### src/rtl/mips_pkg.sv
// mips_pkg: shared MIPS core definitions (word width, PC step, fetch state, fetch entry).
package mips_pkg;

    localparam int unsigned WORD_W = 32;
    localparam logic [WORD_W-1:0] PC_INC = 32'd1;

    typedef enum logic [1:0] {
        FS_IDLE = 2'd0,
        FS_WAIT = 2'd1,
        FS_DROP = 2'd2
    } fetch_state_e;

    typedef struct packed {
        logic [WORD_W-1:0] pc;
        logic [WORD_W-1:0] instr;
    } fetch_entry_t;

    // Sequential word-addressed PC step; wraps naturally at 2^32.
    function automatic logic [WORD_W-1:0] next_pc(input logic [WORD_W-1:0] pc);
        return pc + PC_INC;
    endfunction

endpackage

### src/rtl/fetch_fifo.sv
// fetch_fifo: synchronous prefetch FIFO of {pc, instr} entries with push, pop, flush and count.
// Flush takes priority over push and pop in the same cycle.
module fetch_fifo
    import mips_pkg::*;
#(
    parameter int unsigned DEPTH = 4
) (
    input  logic                   clk_i,
    input  logic                   rst_ni,
    input  logic                   flush_i,
    input  logic                   push_i,
    input  fetch_entry_t           push_data_i,
    input  logic                   pop_i,
    output fetch_entry_t           head_o,
    output logic [$clog2(DEPTH):0] count_o
);
    localparam int unsigned PTR_W = $clog2(DEPTH);
    localparam int unsigned CNT_W = PTR_W + 1;

    fetch_entry_t     mem_q [DEPTH];
    logic [PTR_W-1:0] wr_ptr_q;
    logic [PTR_W-1:0] rd_ptr_q;
    logic [CNT_W-1:0] count_q;

    always_ff @(posedge clk_i or negedge rst_ni) begin
        if (!rst_ni) begin
            for (int i = 0; i < int'(DEPTH); i++) begin
                mem_q[i] <= '0;
            end
            wr_ptr_q <= '0;
            rd_ptr_q <= '0;
            count_q  <= '0;
        end else if (flush_i) begin
            wr_ptr_q <= '0;
            rd_ptr_q <= '0;
            count_q  <= '0;
        end else begin
            if (push_i) begin
                mem_q[wr_ptr_q] <= push_data_i;
                wr_ptr_q        <= wr_ptr_q + PTR_W'(1);
            end
            if (pop_i) begin
                rd_ptr_q <= rd_ptr_q + PTR_W'(1);
            end
            unique case ({push_i, pop_i})
                2'b10:   count_q <= count_q + CNT_W'(1);
                2'b01:   count_q <= count_q - CNT_W'(1);
                default: count_q <= count_q;
            endcase
        end
    end

    assign head_o  = mem_q[rd_ptr_q];
    assign count_o = count_q;

endmodule

### src/rtl/fetch_unit.sv
// fetch_unit: instruction fetch stage -- fetch PC, req/ack instruction memory port, prefetch FIFO.
// Define FETCH_BYPASS_EN to forward an ack straight to decode when the FIFO is empty.
module fetch_unit
    import mips_pkg::*;
#(
    parameter int unsigned       DEPTH    = 4,
    parameter logic [WORD_W-1:0] RESET_PC = 32'd0
) (
    input  logic              clk_i,
    input  logic              rst_ni,
    input  logic              redirect_i,
    input  logic [WORD_W-1:0] redirect_pc_i,
    output logic              mem_req_o,
    output logic [WORD_W-1:0] mem_addr_o,
    input  logic              mem_ack_i,
    input  logic [WORD_W-1:0] mem_rdata_i,
    output logic              instr_valid_o,
    output logic [WORD_W-1:0] instr_o,
    output logic [WORD_W-1:0] instr_pc_o,
    input  logic              instr_ready_i
);
    localparam int unsigned      CNT_W    = $clog2(DEPTH) + 1;
    localparam int unsigned      SUM_W    = CNT_W + 1;
    localparam logic [CNT_W-1:0] FULL_CNT = CNT_W'(DEPTH);
    localparam logic [SUM_W-1:0] FULL_SUM = SUM_W'(DEPTH);

    fetch_state_e      state_q, state_d;
    logic [WORD_W-1:0] fetch_pc_q, fetch_pc_d;
    logic [WORD_W-1:0] mem_addr_q, mem_addr_d;
    logic              mem_req_q, mem_req_d;

    logic              flush_c;
    logic              push_c;
    logic              pop_c;
    logic              accept_c;
    logic              fifo_empty_c;
    logic [CNT_W-1:0]  count;
    logic [SUM_W-1:0]  count_after_c;
    fetch_entry_t      head;
    fetch_entry_t      push_entry_c;

    fetch_fifo #(
        .DEPTH (DEPTH)
    ) u_fifo (
        .clk_i       (clk_i),
        .rst_ni      (rst_ni),
        .flush_i     (flush_c),
        .push_i      (push_c),
        .push_data_i (push_entry_c),
        .pop_i       (pop_c),
        .head_o      (head),
        .count_o     (count)
    );

    assign fifo_empty_c = (count == '0);
    assign accept_c     = (state_q == FS_WAIT) && mem_ack_i && !redirect_i;
    assign push_entry_c = '{pc: mem_addr_q, instr: mem_rdata_i};
    assign pop_c        = !fifo_empty_c && instr_ready_i;

`ifdef FETCH_BYPASS_EN
    logic bypass_c;

    // Empty FIFO: the returning word is shown to decode in its ack cycle and skips the FIFO if taken.
    assign bypass_c      = accept_c && fifo_empty_c;
    assign instr_valid_o = !fifo_empty_c || bypass_c;
    assign instr_o       = bypass_c ? mem_rdata_i : head.instr;
    assign instr_pc_o    = bypass_c ? mem_addr_q : head.pc;
    assign push_c        = accept_c && !(bypass_c && instr_ready_i);
`else
    assign instr_valid_o = !fifo_empty_c;
    assign instr_o       = head.instr;
    assign instr_pc_o    = head.pc;
    assign push_c        = accept_c;
`endif

    // Occupancy after this cycle's push/pop decides whether the next request has a reserved slot.
    assign count_after_c = SUM_W'(count) + SUM_W'(push_c) - SUM_W'(pop_c);

    // Fetch FSM next state, PC and request address.
    always_comb begin
        state_d    = state_q;
        fetch_pc_d = fetch_pc_q;
        mem_addr_d = mem_addr_q;
        flush_c    = 1'b0;

        unique case (state_q)
            FS_IDLE: begin
                if (redirect_i) begin
                    flush_c    = 1'b1;
                    fetch_pc_d = redirect_pc_i;
                end else if (count < FULL_CNT) begin
                    state_d    = FS_WAIT;
                    mem_addr_d = fetch_pc_q;
                    fetch_pc_d = next_pc(fetch_pc_q);
                end
            end
            FS_WAIT: begin
                if (redirect_i) begin
                    flush_c    = 1'b1;
                    fetch_pc_d = redirect_pc_i;
                    state_d    = mem_ack_i ? FS_IDLE : FS_DROP;
                end else if (mem_ack_i) begin
                    if (count_after_c < FULL_SUM) begin
                        mem_addr_d = fetch_pc_q;
                        fetch_pc_d = next_pc(fetch_pc_q);
                    end else begin
                        state_d = FS_IDLE;
                    end
                end
            end
            FS_DROP: begin
                if (redirect_i) begin
                    flush_c    = 1'b1;
                    fetch_pc_d = redirect_pc_i;
                end
                if (mem_ack_i) begin
                    state_d = FS_IDLE;
                end
            end
            default: begin
                state_d = FS_IDLE;
            end
        endcase

        mem_req_d = (state_d != FS_IDLE);
    end

    always_ff @(posedge clk_i or negedge rst_ni) begin
        if (!rst_ni) begin
            state_q    <= FS_IDLE;
            fetch_pc_q <= RESET_PC;
            mem_addr_q <= '0;
            mem_req_q  <= 1'b0;
        end else begin
            state_q    <= state_d;
            fetch_pc_q <= fetch_pc_d;
            mem_addr_q <= mem_addr_d;
            mem_req_q  <= mem_req_d;
        end
    end

    assign mem_req_o  = mem_req_q;
    assign mem_addr_o = mem_addr_q;

endmodule

### config.mk
export PLATFORM = sky130hd
export DESIGN_NAME = fetch_unit
export DESIGN_NICKNAME = d
export VERILOG_FILES = /design/src/rtl/mips_pkg.sv /design/src/rtl/fetch_fifo.sv /design/src/rtl/fetch_unit.sv
export SDC_FILE = /design/constraint.sdc
export NUM_CORES = 1
export LEC_CHECK = 0
export BUFFER_PORTS_ARGS = -buffer_cell sky130_fd_sc_hd__buf_2
export CAP_MARGIN = 20
export CORE_ASPECT_RATIO = 1.2
export CORE_MARGIN = 4
export CORE_UTILIZATION = 55
export CTS_BUF_LIST = sky130_fd_sc_hd__clkbuf_4
export DETAILED_ROUTE_END_ITERATION = 6
export PLACE_DENSITY = 0.85
export REMOVE_ABC_BUFFERS = 1
export SLEW_MARGIN = 30
export SYNTH_ARGS = -nofsm -noshare
export SYNTH_HDL_FRONTEND = slang
export SYNTH_HIERARCHICAL = 1
export SYNTH_SLANG_ARGS = --single-unit
export TNS_END_PERCENT = 50
### constraint.sdc
create_clock -name clk_i -period 8.24 [get_ports clk_i]
set_input_delay 0.412 -clock clk_i [delete_from_list [all_inputs] [get_ports clk_i]]
set_output_delay 0.412 -clock clk_i [all_outputs]
set_load 0.01 [all_outputs]
==> results of run 1 <==
[power by group through the flow]
stage          combinational [uW]  sequential [uW]  clock, uW
2_1_floorplan                1420             2460          0
3_3_place_gp                 2020             2510          0
3_5_place_dp                 2090             2540          0
6_report                     2110             2520       1450
5_1_grt                      2260             2590       1590
4_1_cts                      2120             2520       1510
[cell usage in the layout (no fill, tap or decap), types with 5 or more instances in the layout]
cell / n
dfrtp_1: 328
a21oi_1: 10
and3_1: 5
buf_2: 165
ha_1: 8
a211oi_1: 6
nand4_1: 10
mux2_2: 48
inv_1: 19
clkinv_1: 18
dlygate4sd3_1: 57
o21ai_0: 13
mux4_2: 64
a31oi_1: 11
nor2_1: 26
mux2i_1: 5
nand2_1: 18
nand3_1: 13
a2bb2oi_1: 21
buf_4: 10
o31ai_1: 5
o22ai_1: 12
nor3_1: 25
clkbuf_4: 128
mux2_4: 240
[area by class of cell]
| type | instances | area [um2] | share of cell area |
|---|---|---|---|
| clock inverters | 26 | 163 | 0.00867 |
| well taps | 385 | 482 | 0.0257 |
| inverters | 19 | 71.3 | 0.00380 |
| clock buffers | 128 | 961 | 0.0512 |
| flip-flops and latches | 330 | 8270 | 0.441 |
| repair buffers | 236 | 1550 | 0.0828 |
| diodes | 3 | 7.51 | 0.000400 |
| multi-input cells | 592 | 7250 | 0.387 |
[stage by stage]
step / instance area [um2] / setup slack (ps) / total power [uW]
2_1_floorplan: 15600 / 4540 / 3880
6_report: 18800 / 4720 / 6080
4_1_cts: 18700 / 4540 / 6150
3_3_place_gp: 17000 / 4880 / 4540
5_1_grt: 18800 / 4420 / 6450
3_5_place_dp: 17000 / 4720 / 4630
[flip-flops by register name (all words and copies together) (netlist names)]
signal / flops
u_fifo/mem_q: 256
fetch_pc_q: 32
mem_addr_o: 32
u_fifo/count_o: 3
state_q: 2
u_fifo/rd_ptr_q: 2
u_fifo/wr_ptr_q: 2
mem_req_o: 1
[synth_stat cells, types with 3 or more instances]
library cell  instances
a41oi_1               3
nor2_1               26
buf_2                13
nand2b_1              3
a21oi_1              10
nand2_1              18
o31ai_1               5
mux4_2               64
mux2_4              240
dfrtp_1             330
ha_1                  8
o22ai_1              12
buf_1                 3
nand4_1              10
buf_4                10
o21ai_0              13
a2bb2oi_1            21
and3_1                5
buf_12               25
mux2_2               48
xnor2_1               4
o221a_2               3
clkbuf_1             15
nor3_1               25
mux2i_1               5
a31oi_1              11
nand2_8               4
a211oi_1              6
inv_1                19
nand3_1              13
[worst max-delay path by stage]
stage	from	endpoint	slack, ps
3_3_place_gp	u_fifo/count_o[2]	fetch_pc_q[24]	4880
4_1_cts	u_fifo/rd_ptr_q[0]	instr_pc_o[22]	4540
2_1_floorplan	u_fifo/rd_ptr_q[0]	instr_o[0]	4540
5_1_grt	u_fifo/rd_ptr_q[0]	instr_o[2]	4420
6_report	u_fifo/rd_ptr_q[0]	instr_pc_o[18]	4720
3_5_place_dp	u_fifo/count_o[2]	fetch_pc_q[25]	4720
[timing repair]
| action | in CTS | in global routing |
|---|---|---|
| gates resized for setup | 0 | 0 |
| setup buffers | 0 | 0 |
| hold buffers | 57 | 0 |
| endpoints found under the hold margin | 281 | 0 |
[tightest hold or removal path: stages]
cell and delay, ps:
buf_2 70, o21ai_0 70, a2bb2oi_1 140
[cell families (layout without fill, tap and decap cells)]
kind of cell    count (synthesis)  count (layout)
compound gates                 99              99
xor+xnor                        6               6
fa+ha+maj                       9               9
buf+inv                        87             409
flops                         330             330
mux                           357             357
other cells                     0               3
simple gates                  121             121
[layer usage]
metal	wire, um	share of wire	up-vias	track usage
met5	0	0	-	0
met2	18300	0.51	349	0.372
met1	15000	0.41	5118	0.299
met3	2270	0.063	61	0.0525
met4	606	0.017	0	0.0656
li1	-	-	4336	-
==> impl_metrics.tcl, run 1 <==
set metrics [dict create \
    synth_mux_area_frac 0.346 \
    grt_overflow_total 0 \
    reg2reg_to "mem_addr_o[5]" \
    finalNonFillerCells 1719 \
    final_nets 1345 \
    drtPass1Iterations 5 \
    hold_end "fetch_pc_q[11]" \
    dieArea_um2 32500 \
    ioPinCount 167 \
    cpLargestDelayFamily "buffers and inverters" \
    htreeDepth 3 \
    synthXorXnorAreaFrac 0.00322 \
    path_cells "buf_4 > mux4_2 > buf_2" \
    clock_skew_ps 49.4 \
    powerDensity_nw_per_um2 324 \
    worstHoldPathCells 3 \
    crit_cells 3 \
    p_leak_uw 0.00937 \
    yosys.area_share.simple 0.0427 \
    grt.total_usage 0.225 \
    dp_cells 1504 \
    critPathKind "reg -> out" \
    areaGrowthSynthToFinish_pct 15.1 \
    period_share 0.427 \
    clk-insertion-delay-late_ps 710 \
    p_sw_uw 2040 \
    drt_iter0_drc 819 \
    ff2ff_setup_slack_ps 4750 \
    synth_top_area_cell "dfrtp_1" \
    routabilityCongestion 0.855 \
    yosys_register_bits 330 \
    power_frac_comb 0.346 \
    max_freq_mhz 284 \
    fin_crit_ps 3520 \
    totalWireLength_um 36200 \
    slew_violations 0 \
    dp_hpwl_um 21000 \
    p_int_uw 4040 \
    clockBufferDepth 3 \
    yosysTopAreaCellShare 0.507 \
    grt_start_max_net_pins 132 \
    status "completed" \
    final_core_util 0.646 \
    clock-root-buffer "clkbuf_4" \
    hp-class "in -> reg" \
    synth_flop_cell "dfrtp_1" \
    antenna_found_initial 2 \
    syn-cell-area_um2 16300 \
    grt_pass1_wl_um 58500 \
    synthTopCellsByArea "dfrtp_1 (51%), mux2_4 (22%), mux4_2 (8.8%)" \
    drive_gt1_frac 0.518 \
    synth_top_family_by_area "multiplexers" \
    clkSinkCount 330 \
    hold_slack_ps 79.4 \
    cp_data_required_time_ps 7830 \
    grt_pass1_vias 10840 \
    async_flop_share 1.00 \
    vias 9864 \
    synth_cell_type_count 59 \
    synth_edf_count 0 \
    arrival_ps 3110 \
    row_count 68 \
    worstHoldStart "redirect_pc_i[11]" \
    die_y_um 197 \
    synthAdderAreaFrac 0.00737 \
    worst_slew_pin_slew_ps 903 \
    power_frac_seq 0.414 \
    reg2reg_from "u_fifo/count_o[2]" \
    portBuffers 166 \
    yosys_warnings 6 \
    syn_avg_cell_area_um2 16.2 \
    ir_drop_v 0.000232 \
    core_area_um2 29000 \
    drcViolationCount 0 \
    drv_cap 0 \
    die_w_um 165 \
    worstSetupEndpointType "output port" \
    initial_core_util 0.562 \
    synth-compound-area-share 0.0451 \
    r2r_cells 11 \
    p_clk_frac 0.239 \
    finalSetupViolations 0 \
    rsz0062_at_grt "no" \
    setup-tns-final_ps 0 \
    cts_buffers 88 \
    worst-path-max-fanout 40 \
    cts_tree "done" \
    report.final.hold_viol_count 0 \
    ant_nets 0 \
    synthCells 1009 \
    clk_pin_slew_ps 70 \
    critPathLaunchType "flop" \
    cpPeakStageDelay_ps 810 \
    drt-vias-per-instance 5.74 \
    fillers 2045 \
    slew_headroom 0.398 \
    wl_per_cell_um 21.0 \
    sw_frac_of_total 0.335 \
    crit_buf_inv 2 \
    slowest_stage "dfrtp_4" \
    synth_seq_area_share 0.507 \
]
Power figures use the tool's default switching activity.
==> run 2: changes to the inputs <==
==> constraint.sdc (replaced) <==
create_clock -name clk_i -period 3.5 [get_ports clk_i]
set_input_delay 0.175 -clock clk_i [delete_from_list [all_inputs] [get_ports clk_i]]
set_output_delay 0.175 -clock clk_i [all_outputs]
set_load 0.01 [all_outputs]
==> run 2 against run 1 <==
Via count grew 0.46%. Combinational power grew 140%. First-iteration DRC count shrank 16%. Sequential cell count is the same. Utilization grew 0.43 points. Design area grew 0.67%. Largest cell class unchanged.
==> impl_metrics.tcl, run 2 (same netlist as run 1, synthesis figures left out) <==
set metrics [dict create \
    final_cell_mix "dfrtp_1 (328), mux2_4 (240), buf_2 (165), clkbuf_4 (120), dlygate4sd3_1 (69)" \
    vias 9909 \
    antenna_found_initial 3 \
    worst_slew_pin_slew_ps 888 \
    die_w_um 165 \
    clk-insertion-delay-late_ps 710 \
    dieArea_um2 32500 \
    clock_skew_ps 51.6 \
    max_freq_mhz 321 \
    routabilityCongestion 0.846 \
    largest_reg_flops 256 \
    drcViolationCount 0 \
    ioPinCount 167 \
    wl_per_cell_um 21.2 \
    cts_tree "done" \
    ir_drop_v 0.000426 \
    regMostFlops "u_fifo/mem_q" \
    grt_overflow_total 0 \
    slowest_stage "dfrtp_1" \
    cts_setup_buffers 0 \
    hp-class "in -> async" \
    totalWireLength_um 36900 \
    cp_data_required_time_ps 4090 \
    finalSetupViolations 0 \
    grt_pass1_vias 11003 \
    cpPeakStageDelay_ps 450 \
    arrival_ps 3710 \
    clockBufferDepth 3 \
    slew_violations 0 \
    cts_buffers 86 \
    power_uw 14200 \
    status "completed" \
    portBuffers 166 \
    final_nets 1365 \
    die_y_um 197 \
    grt_start_max_net_pins 110 \
    report.final.hold_viol_count 0 \
    dp_hpwl_um 21600 \
    htreeDepth 3 \
    drtPass1Iterations 5 \
    drt_iter0_drc 688 \
    clkSinkCount 330 \
    core_area_um2 29000 \
    final_common_cell "dfrtp_1" \
    powerDensity_nw_per_um2 751 \
    ant_nets 0 \
    final_design_area_no_fill_um2 18900 \
    drt-vias-per-instance 5.69 \
    drv_cap 0 \
    worst-path-max-fanout 20 \
    fin_crit_ps 3120 \
    clk_pin_slew_ps 70 \
    dpl_cell_area_um2 17200 \
    path_cells "inv_1 > nand3_1 > and2_1 > ha_1 > inv_1 > ha_1 > nor4bb_1 > a32o_1 > a2111oi_4 > buf_4 > or2_2 > a211o_1" \
    critPathLaunchType "flop" \
    p_leak_uw 0.00945 \
    period_share 0.891 \
    grt_pass1_wl_um 59900 \
    rsz0062_at_grt "no" \
    grt.total_usage 0.230 \
    row_count 68 \
    drive_gt1_frac 0.513 \
    initial_core_util 0.562 \
    worstSetupEndpointType "flop" \
    critPathKind "reg -> reg" \
    clock-root-buffer "clkbuf_4" \
    areaGrowthSynthToFinish_pct 15.8 \
    fillers 2000 \
    slew_headroom 0.408 \
]
run 2: cell types whose count changed in the layout (fill, tap and decap cells not counted), sizes merged:
cell / change
clkinv: +7
clkbuf: -8
buf: +10
clkinvlp: -2
dlygate4sd3: +12
bufinv: -2
inv: +4
run 2: critical path, delay by kind of cell, from the launching register on:
family,cells,cell delay (ps)
and+or+nand+nor,4,1060
AOI/OAI and AO/OA,3,620
adders and majority gates,2,480
DFF,1,450
buffers and inverters,3,390
run 2: area by class of cell:
cell class | instances | area (um2) | share of cell area
Antenna cell | 3 | 7.51 | 0.000398
Tap cell | 385 | 482 | 0.0255
Sequential cell | 330 | 8270 | 0.438
Clock inverter | 33 | 131 | 0.00696
Multi-Input combinational cell | 592 | 7250 | 0.384
Inverter | 19 | 71.3 | 0.00378
Timing Repair Buffer | 258 | 1770 | 0.0940
Clock buffer | 120 | 901 | 0.0477
run 2: through the flow:
step                setup WS [ps]  hold slack, ps  cells   util  TNS [ps]
finish                        381             154   1740  0.651         0
global route                  177             156   1740  0.651         0
CTS                           425             121   1737  0.651         0
detailed placement            436             301   1515  0.591         0
global placement              500             296   1514  0.590         0
floorplan                   -98.5            -121    941      -      -947
run 2: metal layers:
metal	routed length, um	up-vias	global-route usage
met2	18000	330	0.374
met5	0	-	0
li1	-	4372	-
met1	16000	5140	0.309
met3	2110	67	0.0527
met4	754	0	0.0764
run 2: where the power goes:
group	switching [uW]	total [uW]	internal, uW
Clock	1600	3190	1590
Combinational	2190	5110	2920
Sequential	1040	5880	4840
Total	4830	14200	9350
run 2: worst paths after layout:
check	from	end	slack, ps	depth (start not counted)
max reg2reg	u_fifo/count_o[2]	fetch_pc_q[0]	380	12
min in group clk_i	mem_ack_i	state_q[0]	300	3
min reg2reg	u_fifo/mem_q[127]	u_fifo/mem_q[127]	510	1
max	u_fifo/count_o[2]	fetch_pc_q[0]	380	12
max in group asynchronous	rst_ni	u_fifo/mem_q[100]	2360	3
min	rst_ni	u_fifo/mem_q[131]	150	2
run 2: repair_timing:
| action | in CTS | in global routing |
|---|---|---|
| hold endpoints to repair | 267 | 0 |
| hold buffers | 69 | 0 |
| gates resized for setup | 0 | 0 |
==> run 3: changes to the inputs <==
--- a/config.mk
+++ b/config.mk
@@ -5,10 +5,10 @@
 export SDC_FILE = /design/constraint.sdc
 export NUM_CORES = 1
 export LEC_CHECK = 0
+export ABC_AREA = 1
 export BUFFER_PORTS_ARGS = -buffer_cell sky130_fd_sc_hd__buf_2
 export CAP_MARGIN = 20
 export CORE_ASPECT_RATIO = 1.2
-export CORE_MARGIN = 4
 export CORE_UTILIZATION = 55
 export CTS_BUF_LIST = sky130_fd_sc_hd__clkbuf_4
 export DETAILED_ROUTE_END_ITERATION = 6
==> run 3 against run 2 <==
Worst hold slack lost 47 ps. Count of clock-buffer cells in the layout is the same. First-iteration DRC count grew 83%. Sequential share of layout area grew 0.83 points. Combinational power grew 2%. Synthesized area shrank 0.92%. Highest routed layer unchanged.
==> impl_metrics.tcl, run 3 <==
set metrics [dict create \
    yosys-top-cells-count "nand2_1 (592), dfrtp_1 (330), nor2_1 (186)" \
    syn-cell-area_um2 16100 \
    finalNonFillerCells 2586 \
    syn_avg_cell_area_um2 8.38 \
    pre_cts_slack_ps 856 \
    wl_per_cell_um 15.4 \
    synth_top_area_cell "dfrtp_1" \
    worstSetupEndpointType "output port" \
    slowest_stage "dfrtp_4" \
    final_common_cell "nand2_1" \
    grt.total_usage 0.271 \
    row_count 68 \
    dp_hpwl_um 24200 \
    cp_data_required_time_ps 3320 \
    drtPass1Iterations 6 \
    drcViolationCount 0 \
    synth_flop_cell "dfrtp_1" \
    finalSetupViolations 0 \
    antenna_found_initial 1 \
    clockBufferDepth 3 \
    hp-class "in -> async" \
    cts_tree "done" \
    clk_pin_slew_ps 70 \
    synthTopCellsByArea "dfrtp_1 (51%), nand2_1 (14%), o21ai_2 (5.6%)" \
    initial_core_util 0.560 \
    drt-vias-per-instance 5.46 \
    p_int_uw 8370 \
    final_design_area_no_fill_um2 18500 \
    power_frac_seq 0.406 \
    setup-tns-final_ps 0 \
    grt_pass1_vias 13655 \
    setup_ws_ps 681 \
    drt_iter0_drc 1256 \
    powerDensity_nw_per_um2 756 \
    worst_slew_pin_slew_ps 904 \
    critPathLaunchType "flop" \
    synth_cell_type_count 35 \
    power_frac_comb 0.373 \
    status "completed" \
    sw_frac_of_total 0.402 \
    yosys_warnings 6 \
    ff2ff_setup_slack_ps 830 \
    max_freq_mhz 355 \
    clkSinkCount 330 \
    clk-insertion-delay-late_ps 750 \
    yosysTopAreaCellShare 0.511 \
    dieArea_um2 30100 \
    cpPeakStageDelay_ps 520 \
    grt_overflow_total 0 \
    slew_violations 0 \
    drv_cap 0 \
    largest_reg_flops 256 \
    ir_drop_v 0.000444 \
    post_cts_resized 0 \
    final_cell_mix "nand2_1 (592), dfrtp_1 (328), nor2_1 (186), buf_2 (165), o21ai_1 (154)" \
    totalWireLength_um 39800 \
    dpl_cell_area_um2 16800 \
    grt_start_max_net_pins 130 \
    die_w_um 158 \
    clock-root-buffer "clkbuf_4" \
    synthCells 1927 \
    async_flop_share 1.00 \
    p_sw_uw 5630 \
    rsz0062_at_grt "no" \
    yosys_register_bits 330 \
    routabilityCongestion 0.972 \
    grt_pass1_wl_um 64900 \
    report.final.hold_viol_count 0 \
    die_y_um 190 \
    core_area_um2 28800 \
    regMostFlops "u_fifo/mem_q" \
    critPathKind "reg -> out" \
    worst-path-max-fanout 76 \
    slew_headroom 0.394 \
    cts_buffers 82 \
    vias 14121 \
    fin_crit_ps 2820 \
    htreeDepth 3 \
    clock_skew_ps 70.7 \
    arrival_ps 2640 \
    areaGrowthSynthToFinish_pct 14.7 \
    p_leak_uw 0.00934 \
    period_share 0.805 \
    path_cells "inv_4 > buf_12 > o21ai_0 > o22ai_1 > buf_2" \
    final_nets 2224 \
    dp_cells 2377 \
    synth_edf_count 0 \
    synth_most_common_cell "nand2_1" \
    ant_nets 0 \
    portBuffers 166 \
    drive_gt1_frac 0.197 \
    ioPinCount 167 \
    p_clk_frac 0.221 \
    synth_seq_area_share 0.511 \
]
## run 3: cell types whose count changed in the layout (fill, tap and decap cells not counted), moves of 12 or more
cell / delta
a2bb2oi_1: -21
o22ai_1: +52
mux2_4: -240
mux2_2: -48
nand3_1: +49
nor2_1: +160
nand2_1: +574
o21ai_0: +131
nand3b_1: +12
nor3_1: -23
mux4_2: -64
o21ai_1: +154
inv_1: +85
o21ai_2: +102
## run 3: layout make-up
class | instances | area, um2
Fill cell | 2368 | 10300
Sequential cell | 330 | 8260
Multi-Input combinational cell | 1369 | 6590
Timing Repair Buffer | 254 | 1780
Clock buffer | 120 | 901
Tap cell | 385 | 482
Inverter | 109 | 412
Clock inverter | 18 | 97.6
Antenna cell | 1 | 2.50
## run 3: kinds of logic (layout without fill, tap and decap cells)
family,count (synthesis),in the layout,synth area share
flip-flops,330,330,0.511
other,0,1,0
XOR/XNOR,10,10,0.00542
AO/OA/AOI/OAI,477,477,0.178
AND/OR/NAND/NOR,872,872,0.215
adder cells (fa/ha/maj),9,9,0.00744
buffers and inverters,228,501,0.0824
multiplexers,1,1,0.000620
## run 3: layer usage
metal | share of wire | vias to the layer above | wire length, um | global-route usage
met2 | 0.49 | 574 | 19600 | 0.455
met5 | 0 | - | 0 | 0
met3 | 0.066 | 75 | 2610 | 0.0435
met1 | 0.41 | 6679 | 16400 | 0.342
li1 | - | 6793 | - | -
met4 | 0.029 | 0 | 1170 | 0.126
## run 3: final timing paths
kind | from | to | cells past startpoint
setup / recovery | u_fifo/rd_ptr_q[0] | instr_pc_o[30] | 5
hold / removal | rst_ni | mem_req_o | 2
setup reg to reg | u_fifo/count_o[2] | fetch_pc_q[16] | 17
hold reg to reg | u_fifo/mem_q[179] | u_fifo/mem_q[179] | 2
max in group asynchronous | rst_ni | u_fifo/mem_q[126] | 3
min in group clk_i | redirect_pc_i[31] | fetch_pc_q[31] | 6
## run 3: critical path: cells and delay by family (launching register included)
kind,cells,cell delay [ps]
compound gates,2,330
flops,1,520
buf+inv,3,970
## run 3: power groups by stage
stage | sequential [uW] | clock [uW] | combinational [uW]
2_1_floorplan | 5600 | 0 | 3240
3_3_place_gp | 5680 | 0 | 4980
3_5_place_dp | 5720 | 0 | 5150
4_1_cts | 5650 | 3180 | 5240
5_1_grt | 5790 | 3360 | 5890
6_report | 5680 | 3100 | 5230
## run 3: through the flow
stage	total power, uW	utilization	hold WS [ps]
after floorplan	8840	-	-121
after global placement	10700	0.583	285
after detailed placement	10900	0.583	288
after CTS	14100	0.641	79.4
after global routing	15000	0.642	157
final	14000	0.642	107
## run 3: repair_timing
item / 4_1_cts / 5_1_grt
buffers inserted: 0 / 0
hold buffers: 69 / 0
hold endpoints to repair: 265 / 0
